==> src/rtl/mips_multicycle_control_if.sv <==
// ---------------------------------------------------------------------------
// mips_multicycle_control_if
//
// Bundles the signals between the multicycle MIPS control FSM and the
// datapath / instruction register / memory.
//
//   Opcode[5:0], Funct[5:0] : instruction register fields (IR[31:26], IR[5:0])
//   Zero                    : ALU zero flag, used for beq
//   mem_ready               : memory completes the current access this cycle
//   PCWrite .. ALUSrcA      : single-bit datapath controls
//   ALUSrcB[1:0]            : 00=B, 01=4, 10=sign-ext imm, 11=imm<<2
//   PCSource[1:0]           : 00=ALU out, 01=ALUOut register, 10=jump target
//   ALUOperation[3:0]       : operation code consumed by the ALU
//   pc_en                   : PCWrite | (PCWriteCond & Zero)
//   illegal_op              : one-cycle pulse on unsupported opcode/funct
//   instr_done              : one-cycle pulse on the last cycle of an instruction
//   state[3:0]              : current FSM state, debug only
//
// master : the control FSM (drives the controls)
// slave  : the datapath side (drives IR fields, Zero and mem_ready)
// ---------------------------------------------------------------------------
interface mips_multicycle_control_if;
    logic [5:0] Opcode;
    logic [5:0] Funct;
    logic       Zero;
    logic       mem_ready;

    logic       PCWrite;
    logic       PCWriteCond;
    logic       IorD;
    logic       MemRead;
    logic       MemWrite;
    logic       IRWrite;
    logic       MemtoReg;
    logic       RegDst;
    logic       RegWrite;
    logic       ALUSrcA;
    logic [1:0] ALUSrcB;
    logic [1:0] PCSource;
    logic [3:0] ALUOperation;
    logic       pc_en;
    logic       illegal_op;
    logic       instr_done;
    logic [3:0] state;

    modport master (
        input  Opcode, Funct, Zero, mem_ready,
        output PCWrite, PCWriteCond, IorD, MemRead, MemWrite, IRWrite,
               MemtoReg, RegDst, RegWrite, ALUSrcA, ALUSrcB, PCSource,
               ALUOperation, pc_en, illegal_op, instr_done, state
    );

    modport slave (
        output Opcode, Funct, Zero, mem_ready,
        input  PCWrite, PCWriteCond, IorD, MemRead, MemWrite, IRWrite,
               MemtoReg, RegDst, RegWrite, ALUSrcA, ALUSrcB, PCSource,
               ALUOperation, pc_en, illegal_op, instr_done, state
    );
endinterface

==> src/rtl/mips_multicycle_control.sv <==
// ---------------------------------------------------------------------------
// mips_multicycle_control
//
// Multicycle MIPS control FSM: fetch, decode, execute, memory, writeback.
// Supports R-type (add/sub/and/or/slt), lw, sw, beq, addi and j. Memory
// states wait on mem_ready, so variable-latency memory simply stalls here.
//
// Ports:
//   clk   : clock, rising edge
//   reset : synchronous, active-high; next state is FETCH and every write /
//           enable output is held low while it is asserted
//   bus   : master side of mips_multicycle_control_if (IR fields, Zero,
//           mem_ready in; all datapath controls, pc_en, illegal_op,
//           instr_done and debug state out)
//
// Outputs are combinational from the state register (plus mem_ready in the
// memory states and Zero for pc_en).
// ---------------------------------------------------------------------------
module mips_multicycle_control #(
    parameter logic [3:0] ALU_AND = 4'b0000,
    parameter logic [3:0] ALU_OR  = 4'b0001,
    parameter logic [3:0] ALU_ADD = 4'b0010,
    parameter logic [3:0] ALU_SUB = 4'b0110,
    parameter logic [3:0] ALU_SLT = 4'b0111
) (
    input  logic                          clk,
    input  logic                          reset,
    mips_multicycle_control_if.master     bus
);

    localparam logic [5:0] OP_RTYPE = 6'b000000;
    localparam logic [5:0] OP_LW    = 6'b100011;
    localparam logic [5:0] OP_SW    = 6'b101011;
    localparam logic [5:0] OP_BEQ   = 6'b000100;
    localparam logic [5:0] OP_ADDI  = 6'b001000;
    localparam logic [5:0] OP_J     = 6'b000010;

    typedef enum logic [3:0] {
        S_FETCH     = 4'd0,
        S_DECODE    = 4'd1,
        S_MEM_ADDR  = 4'd2,
        S_MEM_READ  = 4'd3,
        S_MEM_WB    = 4'd4,
        S_MEM_WRITE = 4'd5,
        S_EXECUTE   = 4'd6,
        S_ALU_WB    = 4'd7,
        S_BRANCH    = 4'd8,
        S_JUMP      = 4'd9,
        S_ADDI_EXEC = 4'd10,
        S_ADDI_WB   = 4'd11
    } state_t;

    state_t     state_q;
    state_t     state_d;

    logic       pc_write;
    logic       pc_write_cond;
    logic       iord;
    logic       mem_read;
    logic       mem_write;
    logic       ir_write;
    logic       mem_to_reg;
    logic       reg_dst;
    logic       reg_write;
    logic       alu_src_a;
    logic [1:0] alu_src_b;
    logic [1:0] pc_source;
    logic [3:0] alu_op;
    logic       illegal;
    logic       done;

    logic       funct_legal;
    logic [3:0] funct_alu_op;

    // R-type funct decode, shared by DECODE (legality) and EXECUTE (ALU op).
    always_comb begin
        funct_legal  = 1'b1;
        funct_alu_op = ALU_ADD;
        case (bus.Funct)
            6'b100000: funct_alu_op = ALU_ADD;
            6'b100010: funct_alu_op = ALU_SUB;
            6'b100100: funct_alu_op = ALU_AND;
            6'b100101: funct_alu_op = ALU_OR;
            6'b101010: funct_alu_op = ALU_SLT;
            default:   funct_legal  = 1'b0;
        endcase
    end

    always_ff @(posedge clk) begin
        if (reset) begin
            state_q <= S_FETCH;
        end else begin
            state_q <= state_d;
        end
    end

    always_comb begin
        pc_write      = 1'b0;
        pc_write_cond = 1'b0;
        iord          = 1'b0;
        mem_read      = 1'b0;
        mem_write     = 1'b0;
        ir_write      = 1'b0;
        mem_to_reg    = 1'b0;
        reg_dst       = 1'b0;
        reg_write     = 1'b0;
        alu_src_a     = 1'b0;
        alu_src_b     = 2'b00;
        pc_source     = 2'b00;
        alu_op        = ALU_ADD;
        illegal       = 1'b0;
        done          = 1'b0;
        state_d       = state_q;

        case (state_q)
            S_FETCH: begin
                // PC+4 is computed every cycle; PC and IR only latch once
                // memory actually delivers the instruction.
                mem_read  = 1'b1;
                alu_src_b = 2'b01;
                if (bus.mem_ready) begin
                    ir_write = 1'b1;
                    pc_write = 1'b1;
                    state_d  = S_DECODE;
                end
            end
            S_DECODE: begin
                // Branch target (PC + imm<<2) is precomputed into ALUOut.
                alu_src_b = 2'b11;
                case (bus.Opcode)
                    OP_LW, OP_SW: state_d = S_MEM_ADDR;
                    OP_RTYPE: begin
                        if (funct_legal) begin
                            state_d = S_EXECUTE;
                        end else begin
                            illegal = 1'b1;
                            state_d = S_FETCH;
                        end
                    end
                    OP_BEQ:  state_d = S_BRANCH;
                    OP_J:    state_d = S_JUMP;
                    OP_ADDI: state_d = S_ADDI_EXEC;
                    default: begin
                        illegal = 1'b1;
                        state_d = S_FETCH;
                    end
                endcase
            end
            S_MEM_ADDR: begin
                alu_src_a = 1'b1;
                alu_src_b = 2'b10;
                state_d   = (bus.Opcode == OP_SW) ? S_MEM_WRITE : S_MEM_READ;
            end
            S_MEM_READ: begin
                mem_read = 1'b1;
                iord     = 1'b1;
                if (bus.mem_ready) begin
                    state_d = S_MEM_WB;
                end
            end
            S_MEM_WB: begin
                reg_write  = 1'b1;
                mem_to_reg = 1'b1;
                done       = 1'b1;
                state_d    = S_FETCH;
            end
            S_MEM_WRITE: begin
                mem_write = 1'b1;
                iord      = 1'b1;
                if (bus.mem_ready) begin
                    done    = 1'b1;
                    state_d = S_FETCH;
                end
            end
            S_EXECUTE: begin
                alu_src_a = 1'b1;
                alu_op    = funct_alu_op;
                state_d   = S_ALU_WB;
            end
            S_ALU_WB: begin
                reg_dst   = 1'b1;
                reg_write = 1'b1;
                done      = 1'b1;
                state_d   = S_FETCH;
            end
            S_BRANCH: begin
                alu_src_a     = 1'b1;
                alu_op        = ALU_SUB;
                pc_write_cond = 1'b1;
                pc_source     = 2'b01;
                done          = 1'b1;
                state_d       = S_FETCH;
            end
            S_JUMP: begin
                pc_write  = 1'b1;
                pc_source = 2'b10;
                done      = 1'b1;
                state_d   = S_FETCH;
            end
            S_ADDI_EXEC: begin
                alu_src_a = 1'b1;
                alu_src_b = 2'b10;
                state_d   = S_ADDI_WB;
            end
            S_ADDI_WB: begin
                reg_write = 1'b1;
                done      = 1'b1;
                state_d   = S_FETCH;
            end
            default: begin
                // Codes 12-15: recover to FETCH and flag it.
                illegal = 1'b1;
                state_d = S_FETCH;
            end
        endcase

        // Reset overrides everything so no write fires during the reset
        // cycle, even from a stalled memory state.
        if (reset) begin
            pc_write      = 1'b0;
            pc_write_cond = 1'b0;
            iord          = 1'b0;
            mem_read      = 1'b0;
            mem_write     = 1'b0;
            ir_write      = 1'b0;
            mem_to_reg    = 1'b0;
            reg_dst       = 1'b0;
            reg_write     = 1'b0;
            alu_src_a     = 1'b0;
            alu_src_b     = 2'b00;
            pc_source     = 2'b00;
            alu_op        = 4'b0000;
            illegal       = 1'b0;
            done          = 1'b0;
            state_d       = S_FETCH;
        end
    end

    assign bus.PCWrite      = pc_write;
    assign bus.PCWriteCond  = pc_write_cond;
    assign bus.IorD         = iord;
    assign bus.MemRead      = mem_read;
    assign bus.MemWrite     = mem_write;
    assign bus.IRWrite      = ir_write;
    assign bus.MemtoReg     = mem_to_reg;
    assign bus.RegDst       = reg_dst;
    assign bus.RegWrite     = reg_write;
    assign bus.ALUSrcA      = alu_src_a;
    assign bus.ALUSrcB      = alu_src_b;
    assign bus.PCSource     = pc_source;
    assign bus.ALUOperation = alu_op;
    assign bus.pc_en        = pc_write | (pc_write_cond & bus.Zero);
    assign bus.illegal_op   = illegal;
    assign bus.instr_done   = done;
    assign bus.state        = state_q;

endmodule

==> src/flat_wrapper.sv <==
// flat-port wrapper written by rule: the top's interface ports become plain ports
module mips_multicycle_control_flat 
#(
    parameter logic [3:0] ALU_AND = 4'b0000,
    parameter logic [3:0] ALU_OR  = 4'b0001,
    parameter logic [3:0] ALU_ADD = 4'b0010,
    parameter logic [3:0] ALU_SUB = 4'b0110,
    parameter logic [3:0] ALU_SLT = 4'b0111
)
  (clk, reset, bus_Opcode, bus_Funct, bus_Zero, bus_mem_ready, bus_PCWrite, bus_PCWriteCond, bus_IorD, bus_MemRead, bus_MemWrite, bus_IRWrite, bus_MemtoReg, bus_RegDst, bus_RegWrite, bus_ALUSrcA, bus_ALUSrcB, bus_PCSource, bus_ALUOperation, bus_pc_en, bus_illegal_op, bus_instr_done, bus_state);
  mips_multicycle_control_if bus_i ();
  input  logic clk;
  input  logic reset;
  input wire logic [$bits(bus_i.Opcode)-1:0] bus_Opcode;
  input wire logic [$bits(bus_i.Funct)-1:0] bus_Funct;
  input wire logic [$bits(bus_i.Zero)-1:0] bus_Zero;
  input wire logic [$bits(bus_i.mem_ready)-1:0] bus_mem_ready;
  output wire logic [$bits(bus_i.PCWrite)-1:0] bus_PCWrite;
  output wire logic [$bits(bus_i.PCWriteCond)-1:0] bus_PCWriteCond;
  output wire logic [$bits(bus_i.IorD)-1:0] bus_IorD;
  output wire logic [$bits(bus_i.MemRead)-1:0] bus_MemRead;
  output wire logic [$bits(bus_i.MemWrite)-1:0] bus_MemWrite;
  output wire logic [$bits(bus_i.IRWrite)-1:0] bus_IRWrite;
  output wire logic [$bits(bus_i.MemtoReg)-1:0] bus_MemtoReg;
  output wire logic [$bits(bus_i.RegDst)-1:0] bus_RegDst;
  output wire logic [$bits(bus_i.RegWrite)-1:0] bus_RegWrite;
  output wire logic [$bits(bus_i.ALUSrcA)-1:0] bus_ALUSrcA;
  output wire logic [$bits(bus_i.ALUSrcB)-1:0] bus_ALUSrcB;
  output wire logic [$bits(bus_i.PCSource)-1:0] bus_PCSource;
  output wire logic [$bits(bus_i.ALUOperation)-1:0] bus_ALUOperation;
  output wire logic [$bits(bus_i.pc_en)-1:0] bus_pc_en;
  output wire logic [$bits(bus_i.illegal_op)-1:0] bus_illegal_op;
  output wire logic [$bits(bus_i.instr_done)-1:0] bus_instr_done;
  output wire logic [$bits(bus_i.state)-1:0] bus_state;
  assign bus_i.Opcode = bus_Opcode;
  assign bus_i.Funct = bus_Funct;
  assign bus_i.Zero = bus_Zero;
  assign bus_i.mem_ready = bus_mem_ready;
  assign bus_PCWrite = bus_i.PCWrite;
  assign bus_PCWriteCond = bus_i.PCWriteCond;
  assign bus_IorD = bus_i.IorD;
  assign bus_MemRead = bus_i.MemRead;
  assign bus_MemWrite = bus_i.MemWrite;
  assign bus_IRWrite = bus_i.IRWrite;
  assign bus_MemtoReg = bus_i.MemtoReg;
  assign bus_RegDst = bus_i.RegDst;
  assign bus_RegWrite = bus_i.RegWrite;
  assign bus_ALUSrcA = bus_i.ALUSrcA;
  assign bus_ALUSrcB = bus_i.ALUSrcB;
  assign bus_PCSource = bus_i.PCSource;
  assign bus_ALUOperation = bus_i.ALUOperation;
  assign bus_pc_en = bus_i.pc_en;
  assign bus_illegal_op = bus_i.illegal_op;
  assign bus_instr_done = bus_i.instr_done;
  assign bus_state = bus_i.state;
  mips_multicycle_control #(.ALU_AND(ALU_AND), .ALU_OR(ALU_OR), .ALU_ADD(ALU_ADD), .ALU_SUB(ALU_SUB), .ALU_SLT(ALU_SLT)) u_core (.clk(clk), .reset(reset), .bus(bus_i));
endmodule
==> config.mk <==
export PLATFORM = sky130hd
export DESIGN_NAME = mips_multicycle_control_flat
export DESIGN_NICKNAME = d
export VERILOG_FILES = /design/src/rtl/mips_multicycle_control_if.sv /design/src/rtl/mips_multicycle_control.sv /design/src/flat_wrapper.sv
export SDC_FILE = /design/constraint.sdc
export NUM_CORES = 1
export LEC_CHECK = 0
export BUFFER_PORTS_ARGS = -buffer_cell sky130_fd_sc_hd__buf_2
export CAP_MARGIN = 20
export CORE_MARGIN = 3
export CORE_UTILIZATION = 46
export DETAILED_ROUTE_END_ITERATION = 8
export PLACE_DENSITY = 0.93
export SETUP_SLACK_MARGIN = 0.1
export SYNTH_ARGS = -nofsm -noshare
export SYNTH_HDL_FRONTEND = slang
export SYNTH_SLANG_ARGS = --single-unit
export TNS_END_PERCENT = 10
==> constraint.sdc <==
create_clock -name clk -period 4.35 [get_ports clk]
set_clock_uncertainty 0.1 [all_clocks]
set_input_delay 0.435 -clock clk [delete_from_list [all_inputs] [get_ports clk]]
set_output_delay 0.435 -clock clk [all_outputs]
set_load 0.02 [all_outputs]
==> run metrics <==
first-pass GRT wire length=3374 um; Crit Path Class=register to primary output; Primary FF master, synth=dfxtp_1; std cell rows=13; via count=around 930; Hold WC Path Type=primary input to register; DR WL/cell=13.58 um; cell-internal power=0.00008925 W; Peak VDD IR=around 0.14 mV; area grow syn2layout=25.71%; # setup viols final=0; worst path bufs/invs=1; final worst-path cycle share=0.5877; post-DP HPWL=about 1600 um; CP arrival=2020 ps; sequential power share=0.304; FF+latch area=80.08 um2; run status=finished clean; Slew headroom=0.5360; total track usage=0.2171; initial antenna violation count=0; multi-input logic area=549.3 um2; root buffer cell=clkbuf_4; crit path cell chain=and3_1 -> or4b_1 -> a21oi_1 -> buf_2; largest net degree at the start of global routing=23; Die X=45.03 um; crit-path leading delay family=simple AND/OR/NAND/NOR gates; FF+latch count, synth=4; placed cell area=858.3 um2; startpoint types=register; Max FO, Critical Path=22; residual DRC count=0; vias in the first global route=around 820; Seq/Total Area, Yosys=0.1143; layout net count=159; # fillers=134; die height=roughly 45 um; IO Count=41; first drt pass iteration count=4; Unique masters post-synth=43; fin area=slightly below 900 um2; grt ovf=0; H-tree Lvls=1; share of cells above drive strength 1=0.3333; syn nets=about 120; diode count=0; Die Area=between 2000 and 2500 um2; DRT antenna net count=0; number of synthesized flops with an enable pin=0; Clock power frac=0.339; syn avg cell area=approximately 6.5 um2; Worst-path clk slew=40 ps; RSZ-0062 raised after global routing=no; setup bufs post-CTS=0; met3 usage=0.04781; number of port buffers=39; max reg flops=4; fin crit period=2556 ps; hold_buf cts=0; Num CTS Buffers=3; setup_tns=0 ps; Post-synth ARST share=0; Final Hold Vio Count=0; Final Max Tran Viols=0; data required time at the worst endpoint=3820 ps; Starting Density=0.5128; CTS tree=done; synthesized area=700.7 um2; busiest grt layer=met2; switching share of total power=0.3550; GR Layer Usage met1=0.2826; max-cap viol count=0; # clock sinks=4; Fmax=391.2 MHz; crit end category=primary output; Worst Tran Pin Value=695.0 ps; DRT iter0 DRCs=28; Max stage delay on crit path=700 ps; Gate power share=0.357; Pwr Density=157.1 nW/um2; P_sw=0.00004912 W; Ys Warns=0; Cells after Synth=108; cts repair resizes=0; Post-Route WL=2118 um; GP Congestion=0.8452; Critical-path top delay cell=dfxtp_1; met2 Track Usage GR=0.3588; CORE AREA=~1400 um2; vias per cell=5.955; P_leak=about 0.42 nW; clock buffer depth=2; Clock Latency Late Sink=240 ps
## routing by layer
layer	up-vias	share of wire	wire length, um
li1	458	-	-
met1	413	0.42	883
met2	56	0.49	1028
met3	2	0.092	195
met4	0	0.0047	10
met5	-	0	0
## worst paths after layout
path / from / endpoint / slack, ps / cells past startpoint
setup / recovery: u_core.bus.state[0]$_SDFFE_PP0P_ / bus_illegal_op / 1790 / 4
setup reg to reg: u_core.bus.state[0]$_SDFFE_PP0P_ / u_core.bus.state[0]$_SDFFE_PP0P_ / 2650 / 5
hold / removal: bus_mem_ready / u_core.bus.state[2]$_SDFFE_PP0P_ / 410 / 2
hold reg to reg: u_core.bus.state[1]$_SDFFE_PP0P_ / u_core.bus.state[1]$_SDFFE_PP0P_ / 700 / 2
## power groups by stage
stage	clock [W]	sequential, W	combinational [W]
2_1_floorplan	0	0.0000400	0.0000332
3_3_place_gp	0	0.0000423	0.0000473
3_5_place_dp	0	0.0000425	0.0000490
4_1_cts	0.0000483	0.0000419	0.0000492
5_1_grt	0.0000494	0.0000425	0.0000542
6_report	0.0000469	0.0000420	0.0000495
## cells in the final DEF, fill, tap and decap left out, types with 3 or more instances in the layout
cell      netlist  layout
inv_1           3       3
dfxtp_1         4       4
nor4_1          3       3
clkbuf_4        0       3
nor3_1          7       7
buf_2           3      39
nor2b_1         3       3
a21oi_1        13      13
nand2b_1        6       6
nor2_1         12      12
o21ai_0         5       5
nand2_1         6       6
nor4b_1         3       3
## logic make-up after synthesis
family,Yosys count,synth area share
other cells,1,0.005352
simple gates,55,0.4625
compound gates,31,0.2643
buf+inv,13,0.1018
xor+xnor,3,0.03751
flops,4,0.1143
mux,1,0.01429
## Yosys cell counts, types with 2 or more instances
library cell,n,share of area
nand2_1,6,0.032
buf_2,3,0.021
clkbuf_1,2,0.011
a31oi_1,2,0.018
and3_1,2,0.018
o21ai_0,5,0.036
nor4b_1,3,0.038
nor4_1,3,0.027
dfxtp_1,4,0.11
inv_1,3,0.016
nor2_1,12,0.064
buf_4,3,0.032
and3b_1,2,0.025
nor3_1,7,0.050
a32oi_1,2,0.025
o21ai_1,2,0.014
a21oi_1,13,0.093
nor2b_1,3,0.027
nand2b_1,6,0.054
xor2_1,2,0.025
## worst register-to-register path: stages (launching register included)
cell and delay [ps]:
dfxtp_1 700, nor2b_1 330, and2_1 180, a31oi_1 50
o21ai_1 120, and3b_1 160
## metrics by stage
step / setup WS (ps) / total power [W] / util / hold WS [ps] / cells
final: 1794 / 0.0001384 / 0.6447 / 407.9 / 156
after global routing: 1677 / 0.0001461 / 0.6447 / 423.0 / 156
after CTS: 1810 / 0.0001395 / 0.6447 / 399.9 / 156
after detailed placement: 2068 / 0.00009148 / 0.6282 / 649.8 / 153
after global placement: 2109 / 0.00008955 / 0.6282 / 649.9 / 153
after floorplan: 2090 / 0.00007322 / - / 444.0 / 108
## cell type report
| class | count | share of cell area |
|---|---|---|
| tap | 15 | 0.02131 |
| clock buffer | 3 | 0.02557 |
| timing repair buffer | 39 | 0.2216 |
| multi-input combinational | 91 | 0.6236 |
| sequential | 4 | 0.09091 |
| inverter | 4 | 0.01705 |
Power figures use the tool's default switching activity.
